===== config.mk =====
export PLATFORM = sky130hd
export DESIGN_NAME = poci_gpio
export DESIGN_NICKNAME = d
export VERILOG_FILES = /design/src/rtl/poci_gpio.sv
export SDC_FILE = /design/constraint.sdc
export NUM_CORES = 1
export LEC_CHECK = 0
export CORE_ASPECT_RATIO = 1.25
export CORE_UTILIZATION = 55
export CTS_CLUSTER_DIAMETER = 120
export CTS_CLUSTER_SIZE = 40
export DETAILED_ROUTE_END_ITERATION = 8
export GPL_TIMING_DRIVEN = 0
export PLACE_DENSITY = 0.76
export SYNTH_ARGS = -nofsm -noshare
export SYNTH_HDL_FRONTEND = slang
export SYNTH_SLANG_ARGS = --single-unit

===== constraint.sdc =====
create_clock -name pclk -period 4.03 [get_ports pclk]
set_input_delay 0.806 -clock pclk [delete_from_list [all_inputs] [get_ports pclk]]
set_output_delay 0.806 -clock pclk [all_outputs]
set_load 0.1 [all_outputs]

===== src/rtl/poci_gpio.sv =====
`default_nettype none
// ============================================================================
// Module   : poci_gpio
// Purpose  : POCI general-purpose I/O slave. Synchronises and debounces up to
//            32 input pins, latches sticky rise/fall flags, raises a maskable
//            level interrupt and drives up to 32 output pins with atomic
//            set/clear access.
// Ports    : pclk, presetn            - clock, async active-low reset
//            paddr/pwrite/psel/penable/pwdata -> prdata/pready/pslverr
//                                      - POCI slave (no wait states)
//            gpio_in  [N_IN-1:0]      - raw asynchronous input pins
//            gpio_out [N_OUT-1:0]     - registered output pins
//            irq                      - registered level interrupt
// Revision : 1.0 - initial release
// ============================================================================
module poci_gpio #(
  parameter int                N_IN            = 14,
  parameter int                N_OUT           = 32,
  parameter int                DEBOUNCE_CYCLES = 240000,
  parameter logic [N_IN-1:0]   IN_INVERT       = 14'h000F,
  parameter logic [31:0]       OUT_RESET       = 32'h0
) (
  input  logic              pclk,
  input  logic              presetn,
  input  logic [31:0]       paddr,
  input  logic              pwrite,
  input  logic              psel,
  input  logic              penable,
  input  logic [31:0]       pwdata,
  output logic [31:0]       prdata,
  output logic              pready,
  output logic              pslverr,
  input  logic [N_IN-1:0]   gpio_in,
  output logic [N_OUT-1:0]  gpio_out,
  output logic              irq
);

  localparam int              CNT_W   = $clog2(DEBOUNCE_CYCLES + 1);
  localparam logic [CNT_W-1:0] CNT_MAX = CNT_W'(DEBOUNCE_CYCLES - 1);

  localparam logic [2:0] REG_IN      = 3'd0;
  localparam logic [2:0] REG_RISE    = 3'd1;
  localparam logic [2:0] REG_FALL    = 3'd2;
  localparam logic [2:0] REG_IRQ_EN  = 3'd3;
  localparam logic [2:0] REG_OUT     = 3'd4;
  localparam logic [2:0] REG_OUT_SET = 3'd5;
  localparam logic [2:0] REG_OUT_CLR = 3'd6;
  localparam logic [2:0] REG_RAW     = 3'd7;

  logic [N_IN-1:0]  r_meta;
  logic [N_IN-1:0]  r_sync;
  logic [N_IN-1:0]  r_deb;
  logic [N_IN-1:0]  r_rise;
  logic [N_IN-1:0]  r_fall;
  logic [N_IN-1:0]  r_irq_en;
  logic [N_OUT-1:0] r_out;
  logic             r_irq;

  logic [N_IN-1:0]  w_accept;
  logic [N_IN-1:0]  w_rise_evt;
  logic [N_IN-1:0]  w_fall_evt;
  logic [N_IN-1:0]  w_rise_clr;
  logic [N_IN-1:0]  w_fall_clr;
  logic [N_OUT-1:0] w_out_next;
  logic [31:0]      w_rdata;
  logic [2:0]       w_sel;
  logic             w_wr;
  logic             w_unused_bits;

  assign w_sel = paddr[4:2];
  assign w_wr  = psel & penable & pwrite;

  // Only the word offset is decoded; the remaining address bits and any
  // write-data bits beyond the implemented widths are deliberately ignored.
  assign w_unused_bits = ^{paddr[31:5], paddr[1:0], pwdata};

  // Inversion happens before the synchroniser so an idle active-low key
  // resets to the same level as the flops and produces no spurious edge.
  always_ff @(posedge pclk or negedge presetn) begin
    if (!presetn) begin
      r_meta <= '0;
      r_sync <= '0;
    end else begin
      r_meta <= gpio_in ^ IN_INVERT;
      r_sync <= r_meta;
    end
  end

  // Per-bit debounce: count consecutive cycles of sync != deb; accept the new
  // level on the cycle the count reaches DEBOUNCE_CYCLES-1. Any agreement
  // restarts the count, so the counter never exceeds CNT_MAX.
  for (genvar i = 0; i < N_IN; i++) begin : g_deb
    logic [CNT_W-1:0] r_cnt;

    always_ff @(posedge pclk or negedge presetn) begin
      if (!presetn) begin
        r_cnt <= '0;
      end else if (r_sync[i] == r_deb[i]) begin
        r_cnt <= '0;
      end else if (r_cnt == CNT_MAX) begin
        r_cnt <= '0;
      end else begin
        r_cnt <= r_cnt + CNT_W'(1);
      end
    end

    assign w_accept[i] = (r_sync[i] != r_deb[i]) && (r_cnt == CNT_MAX);
  end

  assign w_rise_evt = w_accept & r_sync;
  assign w_fall_evt = w_accept & ~r_sync;

  assign w_rise_clr = (w_wr && (w_sel == REG_RISE)) ? pwdata[N_IN-1:0] : '0;
  assign w_fall_clr = (w_wr && (w_sel == REG_FALL)) ? pwdata[N_IN-1:0] : '0;

  // Flags: a new edge is OR-ed in after the W1C mask, so set beats clear.
  always_ff @(posedge pclk or negedge presetn) begin
    if (!presetn) begin
      r_deb    <= '0;
      r_rise   <= '0;
      r_fall   <= '0;
      r_irq_en <= '0;
      r_irq    <= 1'b0;
    end else begin
      r_deb  <= r_deb ^ w_accept;
      r_rise <= (r_rise & ~w_rise_clr) | w_rise_evt;
      r_fall <= (r_fall & ~w_fall_clr) | w_fall_evt;
      if (w_wr && (w_sel == REG_IRQ_EN)) begin
        r_irq_en <= pwdata[N_IN-1:0];
      end
      r_irq  <= |((r_rise | r_fall) & r_irq_en);
    end
  end

  always_comb begin
    w_out_next = r_out;
    if (w_wr) begin
      case (w_sel)
        REG_OUT:     w_out_next = pwdata[N_OUT-1:0];
        REG_OUT_SET: w_out_next = r_out | pwdata[N_OUT-1:0];
        REG_OUT_CLR: w_out_next = r_out & ~pwdata[N_OUT-1:0];
        default:     w_out_next = r_out;
      endcase
    end
  end

  always_ff @(posedge pclk or negedge presetn) begin
    if (!presetn) begin
      r_out <= OUT_RESET[N_OUT-1:0];
    end else begin
      r_out <= w_out_next;
    end
  end

  always_comb begin
    w_rdata = '0;
    case (w_sel)
      REG_IN:     w_rdata = 32'(r_deb);
      REG_RISE:   w_rdata = 32'(r_rise);
      REG_FALL:   w_rdata = 32'(r_fall);
      REG_IRQ_EN: w_rdata = 32'(r_irq_en);
      REG_OUT:    w_rdata = 32'(r_out);
      REG_RAW:    w_rdata = 32'(r_sync);
      default:    w_rdata = '0;
    endcase
  end

  assign prdata   = (psel && penable) ? w_rdata : '0;
  assign pready   = 1'b1;
  assign pslverr  = 1'b0;
  assign gpio_out = r_out;
  assign irq      = r_irq;

endmodule
`default_nettype wire

==> flow_metrics.py, run 1 <==
metrics = {
    "synthesis": {
        "yosysUniqueCellTypes": 62,
        "synth_most_common_cell": "dfrtp_1",
        "syn-num-nets": 1919,
        "synthArstFlopShare_pct": 100,
        "synth-edff-count": 0,
        "ys_ff_latch": 369,
        "synth_top_area_cell": "dfrtp_1",
        "synth_ff_type": "dfrtp_1",
        "synthesis.area_um2": 17900,
        "yosysWarnings": 0,
        "syn-instance-count": 1822,
        "synth_common_cells": "dfrtp_1, nor2_1, nand2_1, xnor2_1, o21ai_0",
        "syn_area_per_cell_um2": 9.84,
        "yosys-top-cells-area": "dfrtp_1, xnor2_1, nor2_1",
        "seq_area_frac_synth_pct": 51.5,
        "synth_top_area_share_pct": 51.5,
    },
    "timing": {
        "finalHoldViolations": 0,
        "finalSetupViolCount": 0,
        "relSlewSlack_pct": 28.7,
        "fin_worst_skew_ns": 0.0460,
        "setup_tns_ns": 0,
        "finalCritPeriodShare_pct": 99.4,
        "worst_slew_pin_slew_ns": 1.07,
        "fin_crit_ns": 4.01,
        "fmax_mhz": 250,
        "drv_slew": 0,
    },
    "finish": {
        "nets": 2054,
        "syn2layout_area_growth_pct": 11.7,
        "final_layout_size_suffix_gt1_share_pct": 7.98,
        "fillers": 2645,
    },
    "run": {
        "drv_cap": 0,
    },
    "clock_tree": {
        "cts_buffers": 13,
        "htree_levels": 1,
        "clockBufferDepth": 3,
        "clockRootBuffer": "clkbuf_16",
        "cts_tree": "done",
        "cts_sinks": 369,
        "path_clk_slew_ns": 0.14,
        "clk_latency_ns": 0.52,
    },
    "hold_path": {
        "hold_class": "input port to async pin",
    },
    "floorplan": {
        "core-area_um2": 32000,
        "pin_count": 150,
        "die_h_um": 204,
        "die_width_um": 163,
        "std_cell_rows": 73,
        "die-area_um2": 33300,
        "start_util_pct": 56.1,
    },
    "critical_path": {
        "critPathBufInv": 5,
        "slowest_delay_ns": 0.44,
        "path_max_fanout": 10,
        "regToRegSetupSlack_ns": 1.72,
        "critical_path.cell_chain": "clkdlybuf4s50_1 -> clkbuf_2 -> nor2_1 -> and4_1 -> clkbuf_1 -> clkbuf_1 -> and2_1 -> buf_2",
        "r2r_end": "g_deb[13].r_cnt[13]",
        "cp_data_arrival_time_ns": 3.20,
        "r2r_start": "g_deb[13].r_cnt[0]",
        "required_ns": 3.22,
        "crit_slowest_cell": "clkdlybuf4s50_1",
        "path_delay_family": "buffers and inverters",
        "start_kind": "input port",
        "cp.depth": 8,
        "end_kind": "output port",
        "path_class": "input port to output port",
        "reg2reg_depth": 6,
        "cpMostUsedCell": "clkbuf_1",
        "worstSetupStartpoint": "paddr[3]",
        "crit_path_end": "prdata[25]",
    },
    "route": {
        "wire_per_inst_um": 17.3,
        "via_count": 14100,
        "finalWirelength_mm": 41.0,
        "ant_nets": 0,
        "post-route-drc-count": 0,
        "drtIter0Drc": 1050,
        "vias_per_cell": 5.94,
        "first_pass_iters": 7,
    },
    "pwr": {
        "max-vdd-ir-drop_mv": 0.479,
        "powerDensity_nw_per_um2": 354,
        "leakagePower_nw": 8.04,
        "total_power_mw": 7.08,
    },
    "global_routing": {
        "grt-ovfl-total": 0,
        "grt_pass1_vias": 13700,
        "antenna_found_initial": 3,
        "grt_pass1_wl_mm": 67.3,
        "grt_usage_pct": 24.8,
        "grt_max_degree": 129,
    },
    "placement": {
        "io_buffers": 118,
        "place_congestion": 0.883,
        "hpwlAfterDp_mm": 29.7,
    },
    "outcome": {
        "status": "complete, no violations",
    },
}
-- cells by family after synthesis --
logic type | share of synthesized area, %
and+or+nand+nor | 22.7
DFF | 51.5
AOI/OAI and AO/OA | 9.84
xor gates and xnor gates | 8.94
buffers and inverters | 2.83
muxes | 3.11
adders and majority gates | 0.977
other | 0.0419
-- area by class of cell --
cell class              instances  area [um^2]  area share (%)
plain buffers                  55          244            1.22
flip-flops and latches        369         9230            46.1
clock inverters                 1         30.0           0.150
inverters                      74          278            1.39
diodes                          3         7.51          0.0375
clock buffers                  13          325            1.62
repair buffers                120         1160            5.82
multi-input cells            1324         8230            41.1
well taps                     412          515            2.57
-- metal layers --
layer / GRT usage (%) / routed length, um / vias to the layer above
met2: 42.9 / 20400 / 324
met5: 0 / 0 / -
li1: - / - / 6689
met3: 3.59 / 2180 / 59
met1: 32.5 / 17300 / 7013
met4: 6.71 / 1100 / 0
-- worst min path at each step --
| stage | cells past startpoint | end | slack, ns |
|---|---|---|---|
| after CTS | 1 | g_deb[0].r_cnt[13] | 0.35 |
| after global placement | 0 | r_sync[1] | 0.34 |
| final | 1 | g_deb[0].r_cnt[13] | 0.28 |
| after detailed placement | 0 | r_sync[9] | 0.34 |
| after floorplan | 0 | r_sync[0] | 0.33 |
| after global routing | 1 | g_deb[0].r_cnt[0] | 0.37 |
-- through the flow --
step / hold slack (ns) / std cells / utilization (%) / setup slack, ns / cell area (um^2)
2_1_floorplan: 0.331 / 1822 / - / -0.797 / 18000
3_3_place_gp: 0.335 / 2352 / 61.5 / -13.59 / 19600
3_5_place_dp: 0.336 / 2354 / 61.7 / -1.39 / 19700
4_1_cts: 0.350 / 2368 / 62.6 / -0.00533 / 20000
5_1_grt: 0.368 / 2369 / 62.6 / -0.0268 / 20000
6_report: 0.285 / 2371 / 62.6 / 0.0240 / 20000
-- report_power, final --
part,switching [mW],leakage [nW],internal [mW]
Sequential,0.181,4.92,3.89
Clock,1.10,0.172,0.607
Combinational,0.938,2.95,0.364
Total,2.22,8.04,4.86
-- worst reg2reg max path, delay by kind of cell, from the launching register on --
family,cells,cell delay [ns]
buf+inv,1,0.39
fa+ha+maj,1,0.23
simple gates,3,0.84
flops,1,0.44
compound gates,1,0.32
-- cells in the final DEF, fill, tap and decap left out, types with 9 or more instances in the layout --
cell type and n:
a21oi_1 73, a22oi_1 9, a31o_2 17, and2_1 35, and3_1 28, and4_1 17
buf_2 22, buf_4 11, clkbuf_1 31, clkbuf_16 13, clkdlybuf4s50_1 85, dfrtp_1 369
ha_1 14, inv_1 74, mux2_2 38, nand2_1 113, nand2b_1 25, nand3_1 100
nand4_1 70, nor2_1 230, nor3_1 44, nor4_1 33, o211ai_1 26, o21ai_0 111
o31ai_1 12, or3_1 22, or4_1 24, xnor2_1 113, xor2_1 70
-- timing repair --
item / 4_1_cts / 5_1_grt
setup endpoints to repair: 32 / 23
resized for setup: 161 / 15
buffers inserted: 0 / 0
hold buffers: 0 / 0
-- flip-flops by register name (all words and copies together), names as in the netlist, named ones only --
register	count
r_fall	14
r_sync	14
g_deb.r_cnt	252
r_meta	14
irq	1
gpio_out	32
r_rise	14
r_irq_en	14
(Power assumes the default switching activity.)
==> run 2: changes to the inputs <==
SKIP_LAST_GASP = 1   (was default)
==> flow_metrics.py, run 2 (synthesized netlist as in run 1, its figures left out) <==
metrics = {
    "floorplan": {
        "die_width_um": 163,
        "core-area_um2": 32000,
        "die-area_um2": 33300,
        "std_cell_rows": 73,
        "start_util_pct": 56.1,
        "die_h_um": 204,
        "pin_count": 150,
    },
    "critical_path": {
        "slowest_delay_ns": 0.44,
        "path_delay_family": "buffers and inverters",
        "crit_path_end": "prdata[25]",
        "r2r_start": "g_deb[13].r_cnt[0]",
        "cp_data_arrival_time_ns": 3.21,
        "cp.depth": 8,
        "crit_slowest_cell": "clkdlybuf4s50_1",
        "worstSetupStartpoint": "paddr[3]",
        "start_kind": "input port",
        "critPathBufInv": 5,
        "path_class": "input port to output port",
        "r2r_end": "g_deb[13].r_cnt[13]",
        "end_kind": "output port",
        "required_ns": 3.22,
        "critical_path.cell_chain": "clkdlybuf4s50_1 -> clkbuf_2 -> nor2_1 -> and4_1 -> clkbuf_1 -> clkbuf_1 -> and2_1 -> buf_2",
        "reg2reg_depth": 6,
        "cpMostUsedCell": "clkbuf_1",
        "path_max_fanout": 10,
        "regToRegSetupSlack_ns": 1.72,
    },
    "route": {
        "wire_per_inst_um": 17.3,
        "post-route-drc-count": 0,
        "finalWirelength_mm": 41.0,
        "via_count": 14100,
        "ant_nets": 0,
        "drtIter0Drc": 1099,
        "vias_per_cell": 5.93,
        "first_pass_iters": 6,
    },
    "clock_tree": {
        "clk_latency_ns": 0.52,
        "cts_buffers": 13,
        "path_clk_slew_ns": 0.14,
        "htree_levels": 1,
        "post_cts_buffers": 0,
        "clockBufferDepth": 3,
        "cts_tree": "done",
        "holdBufCountCts": 0,
        "clockRootBuffer": "clkbuf_16",
        "cts_sinks": 369,
    },
    "timing": {
        "finalCritPeriodShare_pct": 99.6,
        "finalSetupViolCount": 0,
        "relSlewSlack_pct": 28.7,
        "drv_slew": 0,
        "worst_slew_pin_slew_ns": 1.07,
        "worst_slack_ns": 0.0147,
        "fmax_mhz": 249,
        "finalHoldViolations": 0,
        "fin_crit_ns": 4.02,
        "fin_worst_skew_ns": 0.0460,
        "setup_tns_ns": 0,
        "rsz0062_at_grt": "yes",
        "holdWs_ns": 0.288,
    },
    "placement": {
        "dp_cells": 2354,
        "place_ws_ns": -1.39,
        "hpwlAfterDp_mm": 29.7,
        "postPlaceCellArea_um2": 19700,
        "io_buffers": 118,
        "place_congestion": 0.883,
    },
    "global_routing": {
        "grt_pass1_vias": 13700,
        "antenna_found_initial": 3,
        "grt-ovfl-total": 0,
        "grt_pass1_wl_mm": 67.3,
        "grt_usage_pct": 24.8,
        "grt_max_degree": 129,
    },
    "run": {
        "drv_cap": 0,
    },
    "finish": {
        "mostFrequentLayoutCells": "dfrtp_1, nor2_1, nand2_1, xnor2_1, o21ai_0",
        "multiInputGateArea_um2": 8230,
        "final_layout_size_suffix_gt1_share_pct": 7.98,
        "fin_util_pct": 62.6,
        "design_area_um2": 20000,
        "nets": 2054,
        "regMostFlops": "g_deb.r_cnt",
        "fillers": 2644,
        "syn2layout_area_growth_pct": 11.7,
        "largest_reg_flops": 252,
        "final_common_cell": "dfrtp_1",
        "final-instance-count-excl-fill": 2371,
        "register_area_um2": 9230,
    },
    "pwr": {
        "leakagePower_nw": 8.04,
        "total_power_mw": 7.08,
        "powerDensity_nw_per_um2": 354,
        "max-vdd-ir-drop_mv": 0.479,
    },
    "hold_path": {
        "hold_class": "input port to async pin",
    },
    "outcome": {
        "status": "complete, no violations",
    },
}
run 2: cell types whose count changed in the layout (fill, tap and decap cells not counted):
cell      before  now
buf_2         22   23
clkbuf_4       4    3
run 2: worst register-to-register path, delay by kind of cell (launching register included):
kind	cells	cell delay [ns]
flip-flops	1	0.44
buffers and inverters	1	0.39
AND/OR/NAND/NOR	3	0.84
adder cells (fa/ha/maj)	1	0.23
AO/OA/AOI/OAI	1	0.32
run 2: worst min path at each step:
stage	endpoint	slack (ns)	cells past startpoint
final	g_deb[0].r_cnt[13]	0.29	1
after global routing	g_deb[0].r_cnt[0]	0.37	1
after CTS	g_deb[0].r_cnt[13]	0.35	1
after floorplan	r_sync[0]	0.33	0
after global placement	r_sync[1]	0.34	0
after detailed placement	r_sync[9]	0.34	0
run 2: final cells by class:
| type | instances | area share, % |
|---|---|---|
| diodes | 3 | 0.0375 |
| plain buffers | 55 | 1.21 |
| clock buffers | 13 | 1.62 |
| clock inverters | 1 | 0.150 |
| inverters | 74 | 1.39 |
| multi-input cells | 1324 | 41.1 |
| flip-flops and latches | 369 | 46.1 |
| well taps | 412 | 2.57 |
| repair buffers | 120 | 5.82 |
run 2: report_power, final:
group	switching (mW)	total, mW	internal [mW]
logic	0.939	1.30	0.364
clock network	1.10	1.71	0.607
registers	0.181	4.07	3.89
total	2.22	7.08	4.86
run 2: repair_timing:
action | 4_1_cts | 5_1_grt
gates resized for setup | 160 | 15
endpoints found under the hold margin | 0 | 0
endpoints found under the setup margin | 32 | 23
gates cloned | 0 | 0
run 2: routing by layer:
metal / vias to the layer above / GRT usage [%] / wire length [um]
li1: 6680 / - / -
met1: 6981 / 32.4 / 17200
met2: 350 / 42.9 / 20400
met3: 60 / 3.59 / 2290
met4: 0 / 6.71 / 1120
met5: - / 0 / 0
==> run 3: changes to the inputs <==
CTS_BUF_LIST = sky130_fd_sc_hd__clkbuf_16   (was default)
==> results of run 3 <==
Final layout, timing and power as in run 2 (identical DEF).
